$ cat config.mk
export PLATFORM = sky130hd
export DESIGN_NAME = fifo_uart_tx
export DESIGN_NICKNAME = d
export VERILOG_FILES = /design/src/rtl/uart_pkg.sv /design/src/rtl/uart_baud_cnt.sv /design/src/rtl/fifo_uart_tx.sv
export SDC_FILE = /design/constraint.sdc
export NUM_CORES = 1
export LEC_CHECK = 0
export ABC_AREA = 0
export CELL_PAD_IN_SITES_DETAIL_PLACEMENT = 1
export CELL_PAD_IN_SITES_GLOBAL_PLACEMENT = 1
export CORE_MARGIN = 2
export CORE_UTILIZATION = 34
export CTS_BUF_LIST = sky130_fd_sc_hd__clkbuf_4 sky130_fd_sc_hd__clkbuf_8
export CTS_CLUSTER_DIAMETER = 150
export DETAILED_ROUTE_END_ITERATION = 10
export PLACE_DENSITY = 0.79
export SYNTH_ARGS = -nofsm -noshare
export SYNTH_HDL_FRONTEND = slang
export SYNTH_SLANG_ARGS = --single-unit
$ cat constraint.sdc
create_clock -name clk -period 5 [get_ports clk]
set_clock_uncertainty 0.1 [all_clocks]
set_input_delay 0.75 -clock clk [delete_from_list [all_inputs] [get_ports clk]]
set_output_delay 0.75 -clock clk [all_outputs]
set_load 0.01 [all_outputs]
$ cat src/rtl/uart_pkg.sv
`default_nettype none
// ============================================================================
// Module      : uart_pkg
// Description : Shared types, parity modes and parity helper for the UART TX.
// Revision    : 1.0 - initial release
// ============================================================================
package uart_pkg;

    typedef enum logic [2:0] {
        ST_IDLE   = 3'd0,
        ST_LOAD   = 3'd1,
        ST_START  = 3'd2,
        ST_DATA   = 3'd3,
        ST_PARITY = 3'd4,
        ST_STOP   = 3'd5
    } uart_tx_state_t;

    localparam int PAR_NONE = 0;
    localparam int PAR_EVEN = 1;
    localparam int PAR_ODD  = 2;

    // Even parity makes the total count of ones even; odd inverts that.
    function automatic logic parity_bit(input logic [7:0] data, input int mode);
        return (mode == PAR_ODD) ? ~(^data) : (^data);
    endfunction

endpackage
`default_nettype wire

$ cat src/rtl/uart_baud_cnt.sv
`default_nettype none
// ============================================================================
// Module      : uart_baud_cnt
// Description : Bit-period counter; pulses bit_done on the last cycle of a bit.
// Revision    : 1.0 - initial release
// ============================================================================
module uart_baud_cnt #(
    parameter int CLKS_PER_BIT = 868
) (
    input  logic clk,
    input  logic rst,
    input  logic restart,
    output logic bit_done
);

    localparam int c_CNT_W = (CLKS_PER_BIT > 1) ? $clog2(CLKS_PER_BIT) : 1;
    localparam logic [c_CNT_W-1:0] c_LAST = c_CNT_W'(CLKS_PER_BIT - 1);

    logic [c_CNT_W-1:0] r_cnt;

    // restart wins over the natural wrap so every state begins a full period
    always_ff @(posedge clk) begin
        if (rst || restart) begin
            r_cnt <= '0;
        end else if (bit_done) begin
            r_cnt <= '0;
        end else begin
            r_cnt <= r_cnt + c_CNT_W'(1);
        end
    end

    assign bit_done = (r_cnt == c_LAST);

endmodule
`default_nettype wire

$ cat src/rtl/fifo_uart_tx.sv
`default_nettype none
// ============================================================================
// Module      : fifo_uart_tx
// Description : UART transmitter draining a registered-read byte FIFO.
// Revision    : 1.0 - initial release
// ============================================================================
module fifo_uart_tx
    import uart_pkg::*;
#(
    parameter int CLKS_PER_BIT = 868,
    parameter int PARITY       = 0,
    parameter int STOP_BITS    = 1
) (
    input  logic        clk,
    input  logic        rst,
    input  logic        fifo_empty,
    input  logic [7:0]  fifo_rdata,
    output logic        fifo_rd_en,
    output logic        tx,
    output logic        busy,
    output logic [15:0] frames_sent
);

    localparam logic [2:0] c_LAST_STOP = 3'(STOP_BITS - 1);

    uart_tx_state_t r_state, w_state_next;
    logic [7:0]     r_shreg, w_shreg_next;
    logic [2:0]     r_bit_idx, w_bit_idx_next;
    logic           r_par, w_par_next;
    logic           r_tx, w_tx_next;
    logic [15:0]    r_frames;
    logic           w_rd_req;
    logic           w_frame_done;
    logic           w_bit_done;
    logic           w_restart;

    assign w_restart = (w_state_next != r_state);

    uart_baud_cnt #(
        .CLKS_PER_BIT (CLKS_PER_BIT)
    ) u_baud_cnt (
        .clk      (clk),
        .rst      (rst),
        .restart  (w_restart),
        .bit_done (w_bit_done)
    );

    always_ff @(posedge clk) begin
        if (rst) begin
            r_state   <= ST_IDLE;
            r_shreg   <= '0;
            r_bit_idx <= '0;
            r_par     <= 1'b0;
            r_tx      <= 1'b1;
            r_frames  <= '0;
        end else begin
            r_state   <= w_state_next;
            r_shreg   <= w_shreg_next;
            r_bit_idx <= w_bit_idx_next;
            r_par     <= w_par_next;
            r_tx      <= w_tx_next;
            if (w_frame_done) begin
                r_frames <= r_frames + 16'd1;
            end
        end
    end

    always_comb begin
        w_state_next   = r_state;
        w_shreg_next   = r_shreg;
        w_bit_idx_next = r_bit_idx;
        w_par_next     = r_par;
        w_rd_req       = 1'b0;
        w_frame_done   = 1'b0;
        w_tx_next      = 1'b1;

        unique case (r_state)
            ST_IDLE: begin
                if (!fifo_empty) begin
                    w_rd_req     = 1'b1;
                    w_state_next = ST_LOAD;
                end
            end
            ST_LOAD: begin
                w_shreg_next   = fifo_rdata;
                w_par_next     = parity_bit(fifo_rdata, PARITY);
                w_bit_idx_next = '0;
                w_state_next   = ST_START;
            end
            ST_START: begin
                if (w_bit_done) begin
                    w_state_next = ST_DATA;
                end
            end
            ST_DATA: begin
                if (w_bit_done) begin
                    w_shreg_next = {1'b0, r_shreg[7:1]};
                    if (r_bit_idx == 3'd7) begin
                        w_bit_idx_next = '0;
                        w_state_next   = (PARITY != PAR_NONE) ? ST_PARITY : ST_STOP;
                    end else begin
                        w_bit_idx_next = r_bit_idx + 3'd1;
                    end
                end
            end
            ST_PARITY: begin
                if (w_bit_done) begin
                    w_state_next = ST_STOP;
                end
            end
            ST_STOP: begin
                // bit index is reused to count stop bits
                if (w_bit_done) begin
                    if (r_bit_idx == c_LAST_STOP) begin
                        w_bit_idx_next = '0;
                        w_frame_done   = 1'b1;
                        w_state_next   = ST_IDLE;
                    end else begin
                        w_bit_idx_next = r_bit_idx + 3'd1;
                    end
                end
            end
            default: begin
                w_state_next = ST_IDLE;
            end
        endcase

        // Line level is registered from the next state so tx never glitches
        unique case (w_state_next)
            ST_START:  w_tx_next = 1'b0;
            ST_DATA:   w_tx_next = w_shreg_next[0];
            ST_PARITY: w_tx_next = w_par_next;
            default:   w_tx_next = 1'b1;
        endcase
    end

    assign fifo_rd_en  = w_rd_req & ~rst;
    assign busy        = (r_state != ST_IDLE) | fifo_rd_en;
    assign tx          = r_tx;
    assign frames_sent = r_frames;

endmodule
`default_nettype wire

# Word level (Yosys, flattened, before mapping)
# Index checks and enable logic that the tools add are counted.
[totals] register_bits=42 inputBits=11 out_inout_bits=19 word_cells=59
[op_classes] addsub=3 eq_ne=13 mux=22 n_bitwise=3 n_reduce_logical=10
[op_table] operator="3-bit 2-to-1 mux" n=11
[op_table] operator="3-bit case mux with 6 select lines" n=1
[op_table] operator="16-bit by 1-bit adder with 16-bit output, second input constant" n=1
[op_table] operator="8-bit case mux with 2 select lines" n=1
[op_table] operator="3-bit by 2-bit == test with 1-bit output, second input constant" n=4
[op_table] operator="3-bit == test, second input constant" n=4
[op_table] operator="10-bit by 1-bit adder with 10-bit output, second input constant" n=1
[op_table] operator="10-bit == test, second input constant" n=1
[op_table] operator="3-bit case mux with 3 select lines" n=1
[op_table] operator="8-bit 2-to-1 mux" n=1
[op_table] operator="8-bit XOR reduction" n=1
[op_table] operator="3-bit logical NOT" n=2
[op_table] operator="1-bit 2-to-1 mux" n=6
[op_table] operator="3-bit nonzero test" n=2
[op_table] operator="2-bit by 1-bit != test with 1-bit output, second input constant" n=2
[op_table] operator="3-bit by 1-bit adder with 3-bit output, second input constant" n=1
[op_table] operator="3-bit by 1-bit == test with 1-bit output, second input constant" n=1
[op_table] operator="3-bit != test" n=1
[op_table] operator="1-bit case mux with 3 select lines" n=1
[op_table] operator="3-bit AND reduction" n=1
[op_table] operator="2-bit AND reduction" n=1
[op_table] operator="2-bit nonzero test" n=1
[op_table] operator="2-bit OR reduction" n=1
[op_table] operator="1-bit bitwise AND" n=1
[op_table] operator="other kinds (3)" n=3

# Longest topological paths before layout
# Gate-level depths: netlist (run 1).
[logic_depth] ltp_word=7 mapped_depth=7 mapped_depth_nobuf=7

# Hierarchy
# A second synthesis (run 1) with hierarchy kept.
[unflattened] hier_cells=255 hier_area_um2=2150.8
[by_module_without_submodules] mod="fifo_uart_tx" instances=1 cells_each=202 area_each_um2=1696.6 seq_area_each_um2=640.6
[by_module_without_submodules] mod="uart_baud_cnt" instances=1 cells_each=53 area_each_um2=454.2 seq_area_each_um2=200.2

# Worst setup path before layout (run 1)
# Ideal clock, no wire load.
[synth_timing] path_type="input to output" from="in rst" to="out busy" arrival_time_ns=1.553 t_required_ns=4.150 slack_ns=2.597 cell_stages=3 n_path_buf=1 path_cell_list="clkbuf_8 -> nor4_1 -> or3_1"
[synth_via] elab_chain_len=3
[synth_rtl] item="from (decl)" line="fifo_uart_tx.sv:15" rtl="input logic rst,"
[synth_rtl] item="1-bit inverter" line="fifo_uart_tx.sv:137" rtl="assign fifo_rd_en = w_rd_req & ~rst;"
[synth_rtl] item="1-bit bitwise AND" line="fifo_uart_tx.sv:137"
[synth_rtl] item="named net fifo_rd_en" line="fifo_uart_tx.sv:18" rtl="output logic fifo_rd_en,"
[synth_rtl] item="1-bit OR" line="fifo_uart_tx.sv:138" rtl="assign busy = (r_state != ST_IDLE) | fifo_rd_en;"
[synth_rtl] item="to (decl)" line="fifo_uart_tx.sv:20" rtl="output logic busy,"
# The timed path passes the listed nets, and every way through them passes these cells.

# Worst setup path after layout (run 1)
[layout_timing] from="in rst" to="out busy"
[layout_via] elab_chain_len=3
[layout_rtl] item="1-bit inverter" line="fifo_uart_tx.sv:137"
[layout_rtl] item="1-bit bitwise AND" line="fifo_uart_tx.sv:137"
[layout_rtl] item="1-bit OR" line="fifo_uart_tx.sv:138"
# No other way between the ends.

==> flow_summary.json, run 1 <==
{
  "start_util_pct": 34.8,
  "synth_top_cell_area_share_pct": 38.5,
  "finalMaxSlewViolations": 0,
  "coreArea_sq_um": 6280,
  "synth_seq_cells": 42,
  "clkPwrFrac_pct": 35.1,
  "path_max_fanout": 34,
  "h-tree-depth": 2,
  "grt_overflow": 0,
  "clock-root-buffer": "clkbuf_8",
  "power.density_nw_per_um2": 254,
  "top_usage_layer": "met2",
  "layout-drive-gt1-share_pct": 6.64,
  "drt_iter0_drc": 51,
  "die_w_microns": 84.2,
  "rows": 29,
  "via_count": 1915,
  "ys.flop_type": "dfxtp_1",
  "min_period_over_period_pct": 66.1,
  "antenna_left": 0,
  "clockBufferDepth": 2,
  "cpMaxStageDelayCell": "clkdlybuf4s50_1",
  "setup_tns_ns": 0,
  "combPwrFrac_pct": 11.4,
  "fin_nets": 301,
  "clock_sinks": 42,
  "dpl-instance-area_sq_um": 2500,
  "area_delta_synth_final_pct": 19.0,
  "p_leak_nw": 0.876,
  "cp_cell_sequence": "clkdlybuf4s50_1 > buf_4 > nor4_1 > or3_1 > clkdlybuf4s50_1",
  "nFillCells": 774,
  "dr.pass1.iters": 4,
  "synth_edf_count": 0,
  "cp.required_ns": 4.15,
  "io_pins": 30,
  "place_congestion": 0.785,
  "yosysUniqueCellTypes": 50,
  "p_sw_share_pct": 24.8,
  "p_int_w": 0.000496,
  "worstHoldPathType": "reg -> reg",
  "antenna_found_initial": 0,
  "io_buffer_count": 29,
  "synth.most_common_cell": "dfxtp_1",
  "clock_latency_ns": 0.29,
  "crit_type": "in -> out",
  "peakVddDrop_v": 0.000155,
  "start_kind": "input pin",
  "cap_violations": 0,
  "cp.arrival_ns": 2.46,
  "power_w": 0.000660,
  "die_h_microns": 84.2,
  "gr-usage-met2_pct": 23.2,
  "grt_pass1_wl_microns": 8870,
  "avgViaCountPerCell": 5.28,
  "worstMarginPinSlew_ns": 0.929,
  "period_needed_ns": 3.31,
  "holdWs_ns": 0.367,
  "diodes": 0,
  "cp-end-kind": "primary output",
  "finalSetupViolCount": 0,
  "grt_use_total_pct": 15.3,
  "status": "finished clean",
  "grt_util_met3_pct": 2.75,
  "yosysWarnings": 0,
  "synthTopCellsByCount": "dfxtp_1 (42), nor2_1 (40), inv_1 (16)",
  "synthTopCellsByArea": "dfxtp_1 (38%), nor2_1 (6.9%), xnor2_1 (5.2%)",
  "dieArea_sq_um": 7080,
  "holdBufCountCts": 0,
  "cts_resized": 0,
  "wl_per_cell_microns": 13.9,
  "cts_inserted_buffers": 5,
  "synth_top_area_cell": "dfxtp_1",
  "dp_hpwl_microns": 3630,
  "grt_max_degree": 35,
  "ys_seq_area_share_pct": 38.5,
  "p_switching_w": 0.000164,
  "syn_area_sq_um": 2180,
  "syn_inst": 261,
  "grt_pass1_vias": 1846,
  "async_flop_share_pct": 0,
  "routed_wl_microns": 5050,
  "avgSynthCellArea_sq_um": 8.37,
  "final_area_sq_um": 2600,
  "grt_util_met1_pct": 21.6,
  "syn_nets": 277,
  "clk_pin_slew_worst_paths_ns": 0.08,
  "tritoncts": "done",
  "slew-limit-headroom_pct": 37.7,
  "finalHoldViolCount": 0,
  "cp_slowest_stage_delay_ns": 0.48,
  "max_freq_ghz": 0.303,
  "rsz0062_at_grt": "no",
  "seqPwrFrac_pct": 53.5,
  "route.detailed.drc": 0,
  "path_common_cell": "clkdlybuf4s50_1",
  "postCtsSetupRepairBufs": 0
}
-- layer usage --
metal | part of all wire, % | vias up
li1 | - | 973
met1 | 49 | 903
met2 | 46 | 37
met3 | 4.0 | 2
met4 | 1.0 | 0
met5 | 0 | -
-- final cells by class --
| cell class | instances | area, sq um | area share [%] |
|---|---|---|---|
| sequential | 42 | 841 | 32.3 |
| clock inverter | 1 | 5.00 | 0.192 |
| tap | 77 | 96.3 | 3.71 |
| clock buffer | 7 | 90.1 | 3.46 |
| multi-input combinational | 190 | 1210 | 46.5 |
| inverter | 16 | 60.1 | 2.31 |
| timing repair buffer | 30 | 298 | 11.5 |
-- kinds of logic after synthesis --
kind of cell | count (synthesis) | synth area share (%)
AO/OA/AOI/OAI | 47 | 13.6
XOR/XNOR | 24 | 9.62
adder cells (fa/ha/maj) | 5 | 2.86
buffers and inverters | 29 | 6.13
flip-flops | 42 | 38.5
multiplexers | 3 | 1.37
AND/OR/NAND/NOR | 111 | 27.9
-- power by group through the flow --
stage	Clock, W	Sequential [W]	Combinational (W)
floorplan	0	0.000356	0.0000550
global placement	0	0.000361	0.0000737
detailed placement	0	0.000361	0.0000748
CTS	0.000238	0.000353	0.0000755
global route	0.000251	0.000355	0.0000852
finish	0.000232	0.000353	0.0000751
-- layout by cell type, fill, tap and decap left out, types with 2 or more instances in the layout --
master / Yosys / layout
dfxtp_1: 42 / 42
nor2_1: 40 / 40
clkdlybuf4s50_1: 0 / 29
inv_1: 16 / 16
nand2_1: 13 / 13
xnor2_1: 13 / 13
xor2_1: 11 / 11
a21oi_1: 10 / 10
nand4_1: 9 / 9
o21ai_0: 8 / 8
a31oi_1: 8 / 8
o22ai_1: 8 / 8
or3_1: 7 / 7
nand3_1: 7 / 7
clkbuf_8: 1 / 6
nor4_1: 5 / 5
ha_1: 5 / 5
and3_1: 4 / 4
nor3_1: 3 / 3
nand2b_1: 3 / 3
mux2i_1: 3 / 3
and2_2: 2 / 2
nand4b_1: 2 / 2
and2_1: 2 / 2
nor4_2: 2 / 2
nor2b_1: 2 / 2
o2111ai_1: 2 / 2
a22oi_1: 2 / 2
-- flip-flops by register name (all words and copies together) (netlist names) --
register          count
r_bit_idx             3
u_baud_cnt.r_cnt     10
frames_sent          16
r_par                 1
r_state               3
tx                    1
r_shreg               8
-- critical path: cells and delay by family --
kind / cells / cell delay, ns
buffers and inverters: 3 / 1.26
AND/OR/NAND/NOR: 2 / 0.43
-- stage by stage --
| step | util, % | cells | setup slack, ns |
|---|---|---|---|
| after detailed placement | 39.9 | 355 | 1.68 |
| final | 41.4 | 363 | 1.69 |
| after CTS | 41.4 | 363 | 1.67 |
| after floorplan | - | 261 | 2.60 |
| after global placement | 39.9 | 355 | 1.70 |
| after global routing | 41.4 | 363 | 1.61 |
-- final timing paths --
kind	startpoint	end	slack, ns	cells past startpoint
setup / recovery	rst	busy	1.69	5
hold / removal	u_baud_cnt.r_cnt[0]	u_baud_cnt.r_cnt[0]	0.37	1
setup reg to reg	u_baud_cnt.r_cnt[0]	frames_sent[7]	2.32	6
hold reg to reg	u_baud_cnt.r_cnt[0]	u_baud_cnt.r_cnt[0]	0.37	1
Power figures use the tool's default switching activity.
==> run 2: changes to the inputs <==
clock period = 3.2 ns   (was 5 ns; I/O delays follow)
==> flow_summary.json, run 2 (same netlist as run 1, synthesis figures left out) <==
{
  "p_sw_share_pct": 25.5,
  "rsz0062_at_grt": "no",
  "finalSetupViolCount": 0,
  "holdBufCountCts": 0,
  "cp.required_ns": 2.62,
  "clock_latency_ns": 0.29,
  "slew-limit-headroom_pct": 53.6,
  "hold_depth": 1,
  "cap_violations": 0,
  "grt_max_degree": 34,
  "grt_pass1_vias": 1821,
  "dp_slack_ns": 0.651,
  "cp.arrival_ns": 2.29,
  "start_util_pct": 34.8,
  "max_freq_ghz": 0.348,
  "crit_type": "reg -> out",
  "via_count": 1908,
  "fin_nets": 302,
  "largest_reg_flops": 16,
  "grt_use_total_pct": 14.5,
  "io_buffer_count": 29,
  "worstMarginPinSlew_ns": 0.695,
  "fin_ws_ns": 0.330,
  "dieArea_sq_um": 7080,
  "tritoncts": "done",
  "area_delta_synth_final_pct": 19.4,
  "clk_pin_slew_worst_paths_ns": 0.08,
  "avgViaCountPerCell": 5.24,
  "routed_wl_microns": 5050,
  "die_w_microns": 84.2,
  "r2r_slack_ns": 0.78,
  "p_int_w": 0.000767,
  "die_h_microns": 84.2,
  "dp_hpwl_microns": 3680,
  "cp-end-kind": "primary output",
  "wl_per_cell_microns": 13.9,
  "finalHoldViolCount": 0,
  "grt_overflow": 0,
  "min_to": "u_baud_cnt.r_cnt[0]",
  "rows": 29,
  "postCtsSetupRepairBufs": 0,
  "min_period_over_period_pct": 89.7,
  "drt_iter0_drc": 76,
  "antenna_left": 0,
  "combPwrFrac_pct": 11.3,
  "rr_startpoint": "u_baud_cnt.r_cnt[0]",
  "start_kind": "register",
  "antenna_found_initial": 0,
  "diodes": 0,
  "setup_tns_ns": 0,
  "layout-drive-gt1-share_pct": 6.97,
  "final_cell_mix": "dfxtp_1 (42), nor2_1 (40), clkdlybuf4s50_1 (29), inv_1 (16)",
  "coreArea_sq_um": 6280,
  "p_leak_nw": 0.877,
  "power.density_nw_per_um2": 395,
  "route.detailed.drc": 0,
  "h-tree-depth": 2,
  "grt_pass1_wl_microns": 8450,
  "p_switching_w": 0.000263,
  "peakVddDrop_v": 0.000188,
  "r2r-end": "frames_sent[7]",
  "clkPwrFrac_pct": 35.1,
  "clockBufferDepth": 2,
  "dr.pass1.iters": 4,
  "status": "finished clean",
  "final_common_cell": "dfxtp_1",
  "reg2reg_depth": 6,
  "min_from": "u_baud_cnt.r_cnt[0]",
  "seqPwrFrac_pct": 53.6,
  "nFillCells": 757,
  "io_pins": 30,
  "finalMaxSlewViolations": 0,
  "period_needed_ns": 2.87,
  "cts_resized": 0,
  "cts_inserted_buffers": 5,
  "clock_sinks": 42,
  "worstHoldPathType": "reg -> reg",
  "place_congestion": 0.782,
  "path_max_fanout": 24,
  "clock-root-buffer": "clkbuf_8"
}
run 2: changes by cell type in the layout (fill, tap and decap cells not counted), sizes merged:
cell / change
buf: +1
clkbuf: -1
clkinvlp: +1
run 2: worst max path at each step:
stage / to / from / slack [ns]
after global routing: busy / r_state[1] / 0.14
final: busy / r_state[1] / 0.33
after detailed placement: busy / fifo_empty / 0.65
after floorplan: busy / r_state[1] / 1.29
after CTS: busy / r_state[1] / 0.32
after global placement: busy / r_state[1] / 0.70
run 2: final cells by class:
cell class                      instances  area, sq um  share of cell area (%)
Multi-Input combinational cell        190         1210                    46.4
Sequential cell                        42          841                    32.2
Timing Repair Buffer                   31          305                    11.7
Tap cell                               77         96.3                    3.69
Clock buffer                            6         82.6                    3.17
Inverter                               16         60.1                    2.30
Clock inverter                          2         12.5                   0.480
run 2: power by group through the flow:
| stage | Clock [W] | Combinational, W | Sequential (W) |
|---|---|---|---|
| 3_5_place_dp | 0 | 0.000117 | 0.000564 |
| 3_3_place_gp | 0 | 0.000116 | 0.000563 |
| 2_1_floorplan | 0 | 0.0000859 | 0.000556 |
| 4_1_cts | 0.000375 | 0.000117 | 0.000552 |
| 6_report | 0.000361 | 0.000116 | 0.000552 |
| 5_1_grt | 0.000396 | 0.000130 | 0.000555 |
run 2: stage by stage:
step | power, W | hold slack [ns] | area [sq um] | cells | utilization, %
6_report | 0.00103 | 0.368 | 2610 | 364 | 41.5
5_1_grt | 0.00108 | 0.404 | 2610 | 364 | 41.5
3_5_place_dp | 0.000681 | 0.352 | 2510 | 356 | 40.0
3_3_place_gp | 0.000679 | 0.340 | 2510 | 356 | 40.0
2_1_floorplan | 0.000642 | 0.326 | 2180 | 261 | -
4_1_cts | 0.00104 | 0.372 | 2610 | 364 | 41.5
run 2: critical path: stages, from the launching register on:
cell	delay [ns]
dfxtp_1	0.78
inv_1	0.17
nand2_1	0.17
nor4_1	0.08
or3_1	0.32
clkdlybuf4s50_1	0.48
run 2: metal layers:
metal / vias up / part of all wire (%) / track usage (%)
met5: - / 0 / 0
met4: 0 / 1.3 / 3.96
met3: 7 / 2.7 / 3.34
met2: 25 / 46 / 23.4
met1: 909 / 50 / 19.5
li1: 967 / - / -
